`src/rtl/buzzer_pkg.sv`:
```
// buzzer_pkg
//   Shared definitions for the front-panel buzzer arbiter: FSM state codes,
//   event-source indices, the per-source beep pattern lookup and the
//   fixed-priority pending-source selector.
package buzzer_pkg;

   localparam logic [1:0] ST_IDLE = 2'd0;
   localparam logic [1:0] ST_TONE = 2'd1;
   localparam logic [1:0] ST_GAP  = 2'd2;

   localparam logic [1:0] SRC_CLICK = 2'd0;
   localparam logic [1:0] SRC_PASS  = 2'd1;
   localparam logic [1:0] SRC_ERROR = 2'd2;
   localparam logic [1:0] SRC_LOCK  = 2'd3;

   typedef struct packed {
      logic [1:0] beeps;
      logic       is_long;
   } pattern_t;

   function automatic pattern_t pattern_of(input logic [1:0] src);
      pattern_t p;
      case (src)
         SRC_CLICK: p = '{beeps: 2'd1, is_long: 1'b0};
         SRC_PASS:  p = '{beeps: 2'd2, is_long: 1'b0};
         SRC_ERROR: p = '{beeps: 2'd1, is_long: 1'b1};
         default:   p = '{beeps: 2'd3, is_long: 1'b1};
      endcase
      return p;
   endfunction

   // Highest set bit wins: lockout > error > pass > click.
   function automatic logic [1:0] top_source(input logic [3:0] pend);
      logic [1:0] s;
      s = SRC_CLICK;
      if (pend[3])      s = SRC_LOCK;
      else if (pend[2]) s = SRC_ERROR;
      else if (pend[1]) s = SRC_PASS;
      return s;
   endfunction

endpackage

```
`src/rtl/tone_gen.sv`:
```
// tone_gen
//   Square-wave divider for the buzzer tone. Output toggles every TONE_DIV
//   enabled cycles; a restart forces the output to 1 with the divider cleared
//   so every beep begins on a high half-period. Output is 0 while disabled.
// Ports:
//   clk        system clock
//   rst_n      asynchronous active-low reset
//   i_en       tone running this cycle
//   i_restart  synchronous restart (priority over i_en)
//   o_tone     square-wave output
module tone_gen #(
   parameter int TONE_DIV = 50000
) (
   input  logic clk,
   input  logic rst_n,
   input  logic i_en,
   input  logic i_restart,
   output logic o_tone
);

   localparam int            TW     = $clog2(TONE_DIV) + 1;
   localparam logic [TW-1:0] DIV_M1 = TW'(TONE_DIV - 1);

   logic [TW-1:0] r_cnt;
   logic          r_tone;

   always_ff @(posedge clk or negedge rst_n) begin
      if (!rst_n) begin
         r_cnt  <= '0;
         r_tone <= 1'b0;
      end else if (i_restart) begin
         r_cnt  <= '0;
         r_tone <= 1'b1;
      end else if (i_en) begin
         if (r_cnt == DIV_M1) begin
            r_cnt  <= '0;
            r_tone <= ~r_tone;
         end else begin
            r_cnt <= r_cnt + TW'(1);
         end
      end else begin
         r_cnt  <= '0;
         r_tone <= 1'b0;
      end
   end

   assign o_tone = r_tone;

endmodule

```
`src/rtl/buzzer_arbiter.sv`:
```
// buzzer_arbiter
//   Shares the single front-panel buzzer between the keypad-lock event
//   sources. Latches one-cycle request pulses into pending bits, grants the
//   highest-priority pending source and plays its fixed beep pattern.
//   Optional macro BUZZER_ARBITER_PREEMPT_EN: a higher-priority pending source
//   preempts a playing pattern (the preempted pattern is dropped).
// Ports:
//   clk          system clock
//   rst_n        asynchronous active-low reset
//   i_req[3:0]   request pulses (0 click, 1 pass, 2 error, 3 lockout)
//   o_grant[3:0] one-cycle pulse for the source whose pattern starts
//   o_busy       pattern playing (TONE or GAP)
//   o_active_id  source currently playing, 0 when idle
//   o_buzzer     tone output to the pin
//
// state | meaning
// IDLE  | silent; grant highest pending source on next edge
// TONE  | beep sounding for SHORT_LEN or LONG_LEN cycles
// GAP   | silent GAP_LEN cycles between beeps of one pattern
module buzzer_arbiter
   import buzzer_pkg::*;
#(
   parameter int TONE_DIV  = 50000,
   parameter int SHORT_LEN = 2500000,
   parameter int LONG_LEN  = 10000000,
   parameter int GAP_LEN   = 5000000
) (
   input  logic       clk,
   input  logic       rst_n,
   input  logic [3:0] i_req,
   output logic [3:0] o_grant,
   output logic       o_busy,
   output logic [1:0] o_active_id,
   output logic       o_buzzer
);

   localparam int MAX_SL = (SHORT_LEN > LONG_LEN) ? SHORT_LEN : LONG_LEN;
   localparam int MAXLEN = (MAX_SL > GAP_LEN) ? MAX_SL : GAP_LEN;
   localparam int CW     = $clog2(MAXLEN) + 1;

   localparam logic [CW-1:0] SHORT_M1 = CW'(SHORT_LEN - 1);
   localparam logic [CW-1:0] LONG_M1  = CW'(LONG_LEN - 1);
   localparam logic [CW-1:0] GAP_M1   = CW'(GAP_LEN - 1);

   logic [1:0]    r_state;
   logic [3:0]    r_pending;
   logic [3:0]    r_grant;
   logic [1:0]    r_active_id;
   logic [1:0]    r_beeps;
   logic          r_long;
   logic [CW-1:0] r_dur;

   logic          w_has_pend;
   logic [1:0]    w_top;
   pattern_t      w_pat;
   logic          w_tone_end;
   logic          w_gap_end;
   logic          w_preempt;
   logic          w_start;
   logic [3:0]    w_grant_vec;
   logic          w_tone_en;
   logic          w_tone_restart;

   assign w_has_pend = |r_pending;
   assign w_top      = top_source(r_pending);
   assign w_pat      = pattern_of(w_top);
   assign w_tone_end = (r_state == ST_TONE) && (r_dur == (r_long ? LONG_M1 : SHORT_M1));
   assign w_gap_end  = (r_state == ST_GAP) && (r_dur == GAP_M1);

`ifdef BUZZER_ARBITER_PREEMPT_EN
   assign w_preempt = (r_state != ST_IDLE) && w_has_pend && (w_top > r_active_id);
`else
   assign w_preempt = 1'b0;
`endif

   assign w_start = ((r_state == ST_IDLE) && w_has_pend) || w_preempt;

   always_comb begin
      w_grant_vec = '0;
      if (w_start) w_grant_vec[w_top] = 1'b1;
   end

   // Set wins over clear: a source re-requesting on its grant edge replays.
   always_ff @(posedge clk or negedge rst_n) begin
      if (!rst_n) begin
         r_state     <= ST_IDLE;
         r_pending   <= '0;
         r_grant     <= '0;
         r_active_id <= SRC_CLICK;
         r_beeps     <= '0;
         r_long      <= 1'b0;
         r_dur       <= '0;
      end else begin
         r_pending <= (r_pending & ~w_grant_vec) | i_req;
         r_grant   <= w_grant_vec;
         if (w_start) begin
            r_state     <= ST_TONE;
            r_active_id <= w_top;
            r_beeps     <= w_pat.beeps;
            r_long      <= w_pat.is_long;
            r_dur       <= '0;
         end else begin
            case (r_state)
               ST_TONE: begin
                  if (w_tone_end) begin
                     r_dur <= '0;
                     if (r_beeps > 2'd1) begin
                        r_state <= ST_GAP;
                     end else begin
                        r_state     <= ST_IDLE;
                        r_active_id <= SRC_CLICK;
                        r_beeps     <= '0;
                        r_long      <= 1'b0;
                     end
                  end else begin
                     r_dur <= r_dur + CW'(1);
                  end
               end
               ST_GAP: begin
                  if (w_gap_end) begin
                     r_dur   <= '0;
                     r_beeps <= r_beeps - 2'd1;
                     r_state <= ST_TONE;
                  end else begin
                     r_dur <= r_dur + CW'(1);
                  end
               end
               default: begin
                  r_state <= ST_IDLE;
                  r_dur   <= '0;
               end
            endcase
         end
      end
   end

   // The divider runs only for cycles that stay in TONE after this edge.
   assign w_tone_en      = (r_state == ST_TONE) && !w_tone_end;
   assign w_tone_restart = w_start || w_gap_end;

   tone_gen #(
      .TONE_DIV (TONE_DIV)
   ) u_tone_gen (
      .clk       (clk),
      .rst_n     (rst_n),
      .i_en      (w_tone_en),
      .i_restart (w_tone_restart),
      .o_tone    (o_buzzer)
   );

   assign o_grant     = r_grant;
   assign o_busy      = (r_state != ST_IDLE);
   assign o_active_id = r_active_id;

endmodule
```
`config.mk`:
```
export PLATFORM = sky130hd
export DESIGN_NAME = buzzer_arbiter
export DESIGN_NICKNAME = d
export VERILOG_FILES = /design/src/rtl/buzzer_pkg.sv /design/src/rtl/tone_gen.sv /design/src/rtl/buzzer_arbiter.sv
export SDC_FILE = /design/constraint.sdc
export NUM_CORES = 1
export LEC_CHECK = 0
export ABC_AREA = 0
export CAP_MARGIN = 30
export CORE_UTILIZATION = 45
export CTS_BUF_LIST = sky130_fd_sc_hd__clkbuf_16
export CTS_CLUSTER_SIZE = 28
export DETAILED_ROUTE_END_ITERATION = 10
export GPL_ROUTABILITY_DRIVEN = 0
export SYNTH_ARGS = -nofsm -noshare
export SYNTH_HDL_FRONTEND = slang
export SYNTH_SLANG_ARGS = --single-unit
export TNS_END_PERCENT = 30
```
`constraint.sdc`:
```
create_clock -name clk -period 6 [get_ports clk]
set_input_delay 0.6 -clock clk [delete_from_list [all_inputs] [get_ports clk]]
set_output_delay 0.6 -clock clk [all_outputs]
set_load 0.01 [all_outputs]
```
Word level (Yosys, flattened, before mapping)
Cells that the tools add are included.
{"block": "totals", "wordCells": 82, "register_bits": 58}
{"block": "classes", "n_lt_le_gt_ge": 3, "eq_ne": 12, "reduce_logical": 17, "add_sub_neg": 3, "mux": 34, "bitwise": 4}
{"operator": "$mux W25", "count": 3}
{"operator": "$mux W17", "count": 3}
{"operator": "$pmux W25 S2", "count": 1}
{"operator": "$add A25 B1 Y25 const B", "count": 1}
{"operator": "$eq A25 B23 Y1 const B", "count": 1}
{"operator": "$eq A25 B24 Y1", "count": 1}
{"operator": "$mux W2", "count": 12}
{"operator": "$mux W24", "count": 1}
{"operator": "$add A17 B1 Y17 const B", "count": 1}
{"operator": "$eq A17 B16 Y1 const B", "count": 1}
{"operator": "$ne A3 B3 Y1 const B", "count": 4}
{"operator": "$mux W1", "count": 9}
{"operator": "$pmux W3 S3", "count": 1}
{"operator": "$pmux W2 S2", "count": 2}
{"operator": "$reduce_bool A2 Y1", "count": 3}
{"operator": "$logic_and A1 B1 Y1", "count": 5}
{"operator": "$and A4 B4 Y4", "count": 1}
{"operator": "$eq A2 B1 Y1 const B", "count": 2}
{"operator": "$eq A2 B2 Y1 const B", "count": 2}
{"operator": "$logic_not A2 Y1", "count": 2}
{"operator": "$mux W4", "count": 1}
{"operator": "$not A4 Y4", "count": 1}
{"operator": "$or A4 B4 Y4", "count": 1}
{"operator": "$reduce_and A4 Y1", "count": 1}
{"operator": "other kinds (13)", "count": 13}

Longest topological paths before layout
Gate-level depths: netlist (run 1).
{"block": "depth", "word_depth": 11, "mapped_depth": 9, "ltp_nobuf": 8}

By module
Synthesis (run 1) repeated with hierarchy kept, for this count alone.
{"block": "unflattened", "cells_unflattened": 303, "hier_area_um2": 3014.1}
{"module": "buzzer_arbiter", "n_inst": 1, "seq_area_each_um2": 975.9, "cells_per_inst": 212, "area_per_inst_um2": 2098.3}
{"module": "tone_gen", "n_inst": 1, "seq_area_each_um2": 450.4, "cells_per_inst": 91, "area_per_inst_um2": 915.9}

Least setup slack after synthesis (run 1)
OpenSTA, ideal clock, no wires.
{"block": "synth_path", "path_kind": "reg2reg", "start": "register r_dur[15]", "end": "register r_dur[17]", "t_arrival_ps": 2258, "path_buffers": 1, "slack_ps": 3623, "stages_incl_launch_ff": 8, "t_required_ps": 5881, "cell_sequence": "dfrtp_1 > or4b_1 > nor4_1 > or4b_4 > a22oi_4 > nand3b_4 > buf_6 > nor2_1"}
{"block": "synth_between", "elab_chain_cells": 5, "elab_cells_between_ends": 9, "cone_classes": "add/sub (1); eq/ne (2); mux (4); reduce/logical (2)"}
{"item": "start, declared", "line": "buzzer_arbiter.sv:51", "rtl": "logic [CW-1:0] r_dur;"}
{"item": "start signal, assigned", "line": "buzzer_arbiter.sv:116", "rtl": "r_dur <= r_dur + CW'(1);"}
{"item": "start signal, assigned", "line": "buzzer_arbiter.sv:125", "rtl": "r_dur <= r_dur + CW'(1);"}
{"item": "branches (longest 3 deep; another with $add A25 B1 Y25)"}
{"item": "$pmux W25 S2 *", "line": "buzzer_arbiter.sv:103", "rtl": "case (r_state)"}
{"item": "$mux W25 *", "line": "buzzer_arbiter.sv:96", "rtl": "if (w_start) begin"}
Every way passes the cells marked *.
A chain may end at the register's enable or synchronous reset.

Worst setup path after layout (run 1)
{"block": "layout_path", "start": "register r_dur[15]", "end": "register r_dur[12]"}
{"block": "layout_between", "elab_chain_cells": 5, "elab_cells_between_ends": 8, "cone_classes": "eq/ne (2); mux (4); reduce/logical (2)"}
{"item": "$eq A25 B23 Y1 / $eq A25 B24 Y1 (equally long branches)", "line": "buzzer_arbiter.sv:68, buzzer_arbiter.sv:67"}
{"item": "$logic_and A1 B1 Y1 (on tied branches)", "line": "buzzer_arbiter.sv:68, buzzer_arbiter.sv:67"}
{"item": "$mux W25 (on tied branches)", "line": "buzzer_arbiter.sv:120, buzzer_arbiter.sv:105"}
{"item": "$pmux W25 S2 *", "line": "buzzer_arbiter.sv:103"}
{"item": "$mux W25 *", "line": "buzzer_arbiter.sv:96"}
Mark *: on every way between the ends. The rest lies on a longest branch, timed or not.

==> results of run 1 <==
-- cell families (layout without fill, tap and decap cells) --
logic type                 Yosys count  after routing  share of synthesized area [%]
buffers and inverters               21             45                          3.612
xor gates and xnor gates            39             39                          11.88
DFF                                 57             57                          49.61
and+or+nand+nor                    142            142                          26.02
adders and majority gates            6              6                          2.611
AOI/OAI and AO/OA                   23             23                          6.266
-- through the flow --
step | utilization [%] | std cells | power (uW) | setup WS (ns) | hold slack (ns)
2_1_floorplan | - | 288 | 395.0 | 3.623 | 0.3044
3_3_place_gp | 50.75 | 370 | 407.1 | 3.469 | 0.4812
3_5_place_dp | 50.87 | 371 | 407.2 | 3.417 | 0.4906
4_1_cts | 55.07 | 387 | 844.0 | 3.398 | 0.4545
5_1_grt | 55.07 | 387 | 860.1 | 3.200 | 0.4956
6_report | 55.07 | 387 | 834.7 | 3.415 | 0.4166
-- worst max-delay path by stage --
stage | to | slack [ns] | startpoint
finish | r_dur[12] | 3.42 | r_dur[15]
CTS | r_dur[12] | 3.40 | r_dur[15]
global placement | r_dur[24] | 3.47 | r_dur[5]
floorplan | r_dur[17] | 3.62 | r_dur[15]
global route | r_dur[7] | 3.20 | r_dur[5]
detailed placement | r_dur[19] | 3.42 | r_dur[15]
-- layout make-up --
| cell class | count | area, sq um | area share, % |
|---|---|---|---|
| inverters | 14 | 52.55 | 1.584 |
| well taps | 75 | 93.84 | 2.828 |
| clock inverters | 7 | 27.53 | 0.8296 |
| repair buffers | 15 | 140.1 | 4.223 |
| multi-input cells | 210 | 1353 | 40.76 |
| clock buffers | 9 | 225.2 | 6.787 |
| flip-flops and latches | 57 | 1426 | 42.99 |
-- flip-flops by register name, summed over array words and instances, names as in the netlist --
signal,cells
o_active_id,2
o_grant,4
r_beeps,2
r_dur,25
r_pending,4
r_state,2
u_tone_gen.o_tone,1
u_tone_gen.r_cnt,17
-- layout by cell type, fill, tap and decap left out, types with 2 or more instances in the layout --
| cell | Yosys | final |
|---|---|---|
| clkinv_1 | 0 | 6 |
| dfrtp_1 | 57 | 57 |
| o31ai_1 | 2 | 2 |
| nor4_1 | 8 | 8 |
| nand3_1 | 24 | 24 |
| o22ai_1 | 2 | 2 |
| nand3b_4 | 2 | 2 |
| and3_1 | 5 | 5 |
| a21o_1 | 2 | 2 |
| o21bai_1 | 2 | 2 |
| clkbuf_16 | 0 | 9 |
| xor2_1 | 24 | 24 |
| nand2b_1 | 4 | 4 |
| inv_1 | 14 | 14 |
| ha_1 | 6 | 6 |
| and4_1 | 3 | 3 |
| xnor2_1 | 15 | 15 |
| clkdlybuf4s50_1 | 0 | 12 |
| o21ai_0 | 7 | 7 |
| and2_1 | 2 | 2 |
| or4b_1 | 2 | 2 |
| buf_4 | 2 | 2 |
| nor2_1 | 54 | 54 |
| nand4_1 | 6 | 6 |
| nand2_1 | 14 | 14 |
| nor3_1 | 7 | 7 |
-- power breakdown --
group	internal (uW)	switching [uW]	total [uW]	leakage [uW]
registers	386	0.329	386	0.000731
clock network	269	166	435	0.000124
logic	4.74	9.26	14.0	0.000604
-- critical path, cell delays in order (launching register included) --
cell and delay, ns:
dfrtp_1 0.43, or4b_1 0.58, nor4_1 0.27, or4b_4 0.54
a22oi_4 0.20, nand3b_4 0.34, nor2_1 0.09
-- metal layers --
metal | vias up | global-route usage (%) | wire [microns]
met3 | 9 | 5.444 | 200
met1 | 992 | 25.05 | 2764
li1 | 1030 | - | -
met4 | 0 | 8.421 | 99
met2 | 30 | 27.52 | 2365
met5 | - | 0 | 0
==> impl_metrics.json, run 1 <==
{
  "reg2reg_to": "r_dur[12]",
  "grt_pass1_wl_microns": 9294,
  "drt_iter0_markers": 120,
  "synthCells": 288,
  "synth-seq-cells": 57,
  "place_area_sq_um": 3065,
  "grt_max_degree": 58,
  "fp.dieH_microns": 81.94,
  "ir_drop_uv": 158.2,
  "ys_top_cells_by_area": "dfrtp_1 50%, xor2_1 7.3%, nor2_1 7.0%",
  "grt_pass1_vias": 1975,
  "cts_root_buffer": "clkbuf_16",
  "antenna_cells": 0,
  "cp_max_fo": 25,
  "synth_common_cells": "57 x dfrtp_1, 54 x nor2_1, 24 x nand3_1, 24 x xor2_1, 15 x xnor2_1",
  "cts_buffers": 9,
  "antenna_found_initial": 0,
  "hp-class": "input pin to async pin",
  "fmax_mhz": 386.9,
  "area_delta_synth_final_pct": 15.40,
  "ant_nets": 0,
  "async_reset_ff_share_pct": 100.0,
  "hpwl_microns": 3567,
  "grt_usage_pct": 18.64,
  "synth-warning-count": 0,
  "setup_tns_ns": 0,
  "h-tree-depth": 3,
  "postSynthAreaPerCell_sq_um": 9.984,
  "worstReg2RegStart": "r_dur[15]",
  "worstMarginPinSlew_ns": 0.7764,
  "rrSetupSlack_ns": 3.42,
  "synthFlopType": "dfrtp_1",
  "first_pass_iters": 4,
  "nets": 319,
  "outcome": "complete, no violations",
  "totalWireLength_microns": 5430,
  "cts_sinks": 57,
  "power_density_nw_per_um2": 251.6,
  "syn_nets": 300,
  "end_kind": "register",
  "yosys.area.top_type": "dfrtp_1",
  "clk_path_buf_depth": 2,
  "synth_most_common_cell": "dfrtp_1",
  "wl_per_cell_microns": 14.03,
  "period_minus_slack_ns": 2.585,
  "rsz0062_at_grt": "false",
  "remaining_drc_errors": 0,
  "arrival_ns": 2.79,
  "crit_required_ns": 6.20,
  "hold_viol_final": 0,
  "timing.final.crit_share_pct": 43.08,
  "ios": 14,
  "final_area_sq_um": 3318,
  "insertion_delay_ns": 0.33,
  "postCtsSetupBuffers": 0,
  "leakage_uw": 0.001459,
  "syn-cell-area_sq_um": 2875,
  "startpoint_type": "register",
  "synth.distinct_cells": 45,
  "cts_tree": "built",
  "start_util_pct": 47.72,
  "cts-resized-gates": 0,
  "worst_clock_skew_ns": 0.004332,
  "synth-edff-count": 0,
  "num_vias": 2061,
  "core_area_sq_um": 6026,
  "globalRouteOverflowTotal": 0,
  "die-area_sq_um": 6713,
  "vias_per_cell": 5.326,
  "die_w_microns": 81.94,
  "rows": 28,
  "reg2reg_depth": 6,
  "path_clk_slew_ns": 0.05,
  "fill_cells": 551,
  "io_buffers": 13,
  "cts_hold_buf": 0,
  "yosysSeqAreaShare_pct": 49.61,
  "worstSetupPathType": "register to register",
  "setup_violations": 0,
  "maxCapViolations": 0,
  "slew_headroom_pct": 47.76,
  "synth_top_area_share_pct": 49.61,
  "drive_gt1_share_pct": 7.051,
  "final_max_slew_viol_count": 0
}
(Power assumes the default switching activity.)
==> run 2: changes to the inputs <==
clock period = 2.25 ns   (was 6 ns; I/O delays follow)
==> run 2 against run 1 <==
The run now ends with setup timing left; fmax rose by 9.5%; total power rose to 3.0 times the previous value; via count rose by 8.6%; critical path type unchanged; largest cell class unchanged.
==> impl_metrics.json, run 2 (same netlist as run 1, synthesis figures left out) <==
{
  "totalWireLength_microns": 5969,
  "arrival_ns": 2.57,
  "num_vias": 2239,
  "clk_path_buf_depth": 2,
  "fmax_mhz": 423.6,
  "outcome": "finished with violations",
  "drt_iter0_markers": 112,
  "antenna_cells": 0,
  "die-area_sq_um": 6713,
  "internal-power_uw": 2002,
  "worstSetupPathType": "register to register",
  "ant_nets": 0,
  "grt_usage_pct": 20.68,
  "vias_per_cell": 5.268,
  "seqPwrFrac_pct": 41.4,
  "rrSetupSlack_ns": -0.11,
  "drive_gt1_share_pct": 18.29,
  "hold_slack_ns": 0.4331,
  "final_cell_mix": "57 x dfrtp_1, 54 x nor2_1, 37 x buf_4",
  "wl_per_cell_microns": 14.04,
  "grt_pass1_vias": 2250,
  "power_density_nw_per_um2": 672.9,
  "comb_power_share_pct": 1.7,
  "setup_violations": 43,
  "setup_ws_ns": -0.1105,
  "power.switching_uw": 483.0,
  "mostFrequentLayoutCell": "dfrtp_1",
  "slew_headroom_pct": 63.04,
  "first_pass_iters": 4,
  "nets": 357,
  "utilization_pct": 61.27,
  "insertion_delay_ns": 0.32,
  "start_util_pct": 47.72,
  "swShare_pct": 19.44,
  "worstMarginPinSlew_ns": 0.5484,
  "grt_pass1_wl_microns": 10390,
  "post-place-ws_ns": -0.1278,
  "hp-class": "input pin to async pin",
  "worstReg2RegStart": "r_dur[22]",
  "timing.final.crit_share_pct": 104.9,
  "ios": 14,
  "ir_drop_uv": 453.8,
  "cp_max_fo": 18,
  "critPathSlowestCell": "or4b_4",
  "rsz0062_at_grt": "true",
  "period_minus_slack_ns": 2.360,
  "path_buf_inv": 1,
  "fill_cells": 518,
  "hold_viol_final": 0,
  "remaining_drc_errors": 0,
  "globalRouteOverflowTotal": 0,
  "total_power_uw": 2485,
  "hpwl_microns": 4116,
  "cpPeakStageDelay_ns": 0.52,
  "leakage_uw": 0.001669,
  "final_max_slew_viol_count": 0,
  "cts_tree": "built",
  "antenna_found_initial": 0,
  "crit_required_ns": 2.46,
  "die_w_microns": 81.94,
  "cts_sinks": 57,
  "fp.dieH_microns": 81.94,
  "h-tree-depth": 3,
  "area_delta_synth_final_pct": 28.42,
  "maxCapViolations": 0,
  "reg2reg_to": "r_dur[4]",
  "postCtsSetupBuffers": 0,
  "crit_path_cell_trace": "or4bb_1 -> nor4_1 -> or4b_4 -> a22oi_4 -> nand3b_4 -> buf_12 -> nor2_1",
  "largest-register": "r_dur",
  "grt_max_degree": 58,
  "rows": 28,
  "reg_top3": "r_dur: 25 flops, u_tone_gen.r_cnt: 17 flops",
  "core_area_sq_um": 6026,
  "cts_root_buffer": "clkbuf_16",
  "end_kind": "register",
  "largest_reg_flops": 25,
  "worst_clock_skew_ns": 0.008475,
  "cts_buffers": 9,
  "violations": "setup timing",
  "cp_top_family": "simple AND/OR/NAND/NOR gates",
  "reg2reg_depth": 7,
  "clockPowerShare_pct": 56.9,
  "path_clk_slew_ns": 0.05,
  "startpoint_type": "register",
  "io_buffers": 13
}
run 2: cell types whose count changed in the layout (fill, tap and decap cells not counted), sizes merged:
| cell | delta |
|---|---|
| clkinvlp | +1 |
| clkinv | -4 |
| buf | +37 |
| inv | +1 |
| dlygate4sd3 | +1 |
| bufinv | +2 |
run 2: timing repair:
item	4_1_cts	5_1_grt
endpoints found under the hold margin	57	0
hold buffers	1	0
pin swaps	1	0
endpoints found under the setup margin	45	48
gates resized for setup	1	0
run 2: layer usage:
metal | track usage [%] | share of wire, %
met5 | 0 | 0
met4 | 8.947 | 1.2
met3 | 4.333 | 4.5
met2 | 31.32 | 44
met1 | 28.33 | 51
run 2: how the worst max path moves through the flow:
stage                         start  slack, ns        end  cells after the start
final                     r_dur[22]      -0.11   r_dur[4]                      7
after global routing      r_dur[24]      -0.26  r_dur[13]                      7
after CTS                 r_dur[22]      -0.12   r_dur[2]                      7
after detailed placement  r_dur[24]      -0.13   r_dur[2]                      7
after global placement    r_dur[24]      -0.10   r_dur[2]                      7
after floorplan           r_dur[16]      -0.06  r_dur[11]                      7
run 2: worst register-to-register path, cell delays in order, from the launching register on:
cell	delay [ns]
dfrtp_1	0.38
or4bb_1	0.50
nor4_1	0.26
or4b_4	0.52
a22oi_4	0.20
nand3b_4	0.19
buf_12	0.15
nor2_1	0.06
run 2: layout make-up:
type | count | area (sq um) | area share (%)
clock buffer | 9 | 225.2 | 6.100
clock inverter | 7 | 86.33 | 2.338
inverter | 14 | 52.55 | 1.423
multi-input combinational | 210 | 1355 | 36.70
sequential | 57 | 1426 | 38.63
tap | 75 | 93.84 | 2.542
timing repair buffer | 53 | 452.9 | 12.27
run 2: power by group through the flow:
stage | registers, uW | logic, uW | clock network [uW]
floorplan | 1050 | 6.23 | 0
global placement | 1050 | 42.1 | 0
detailed placement | 1050 | 42.3 | 0
CTS | 1030 | 43.8 | 1440
global route | 1030 | 48.9 | 1500
finish | 1030 | 42.0 | 1410
run 2: metrics by stage:
stage,instance area (sq um),std cells,setup TNS [ns]
6_report,3692,425,-2.898
5_1_grt,3692,425,-9.298
4_1_cts,3692,425,-3.481
3_5_place_dp,3371,408,-3.394
3_3_place_gp,3363,407,-3.143
2_1_floorplan,2878,288,-1.358
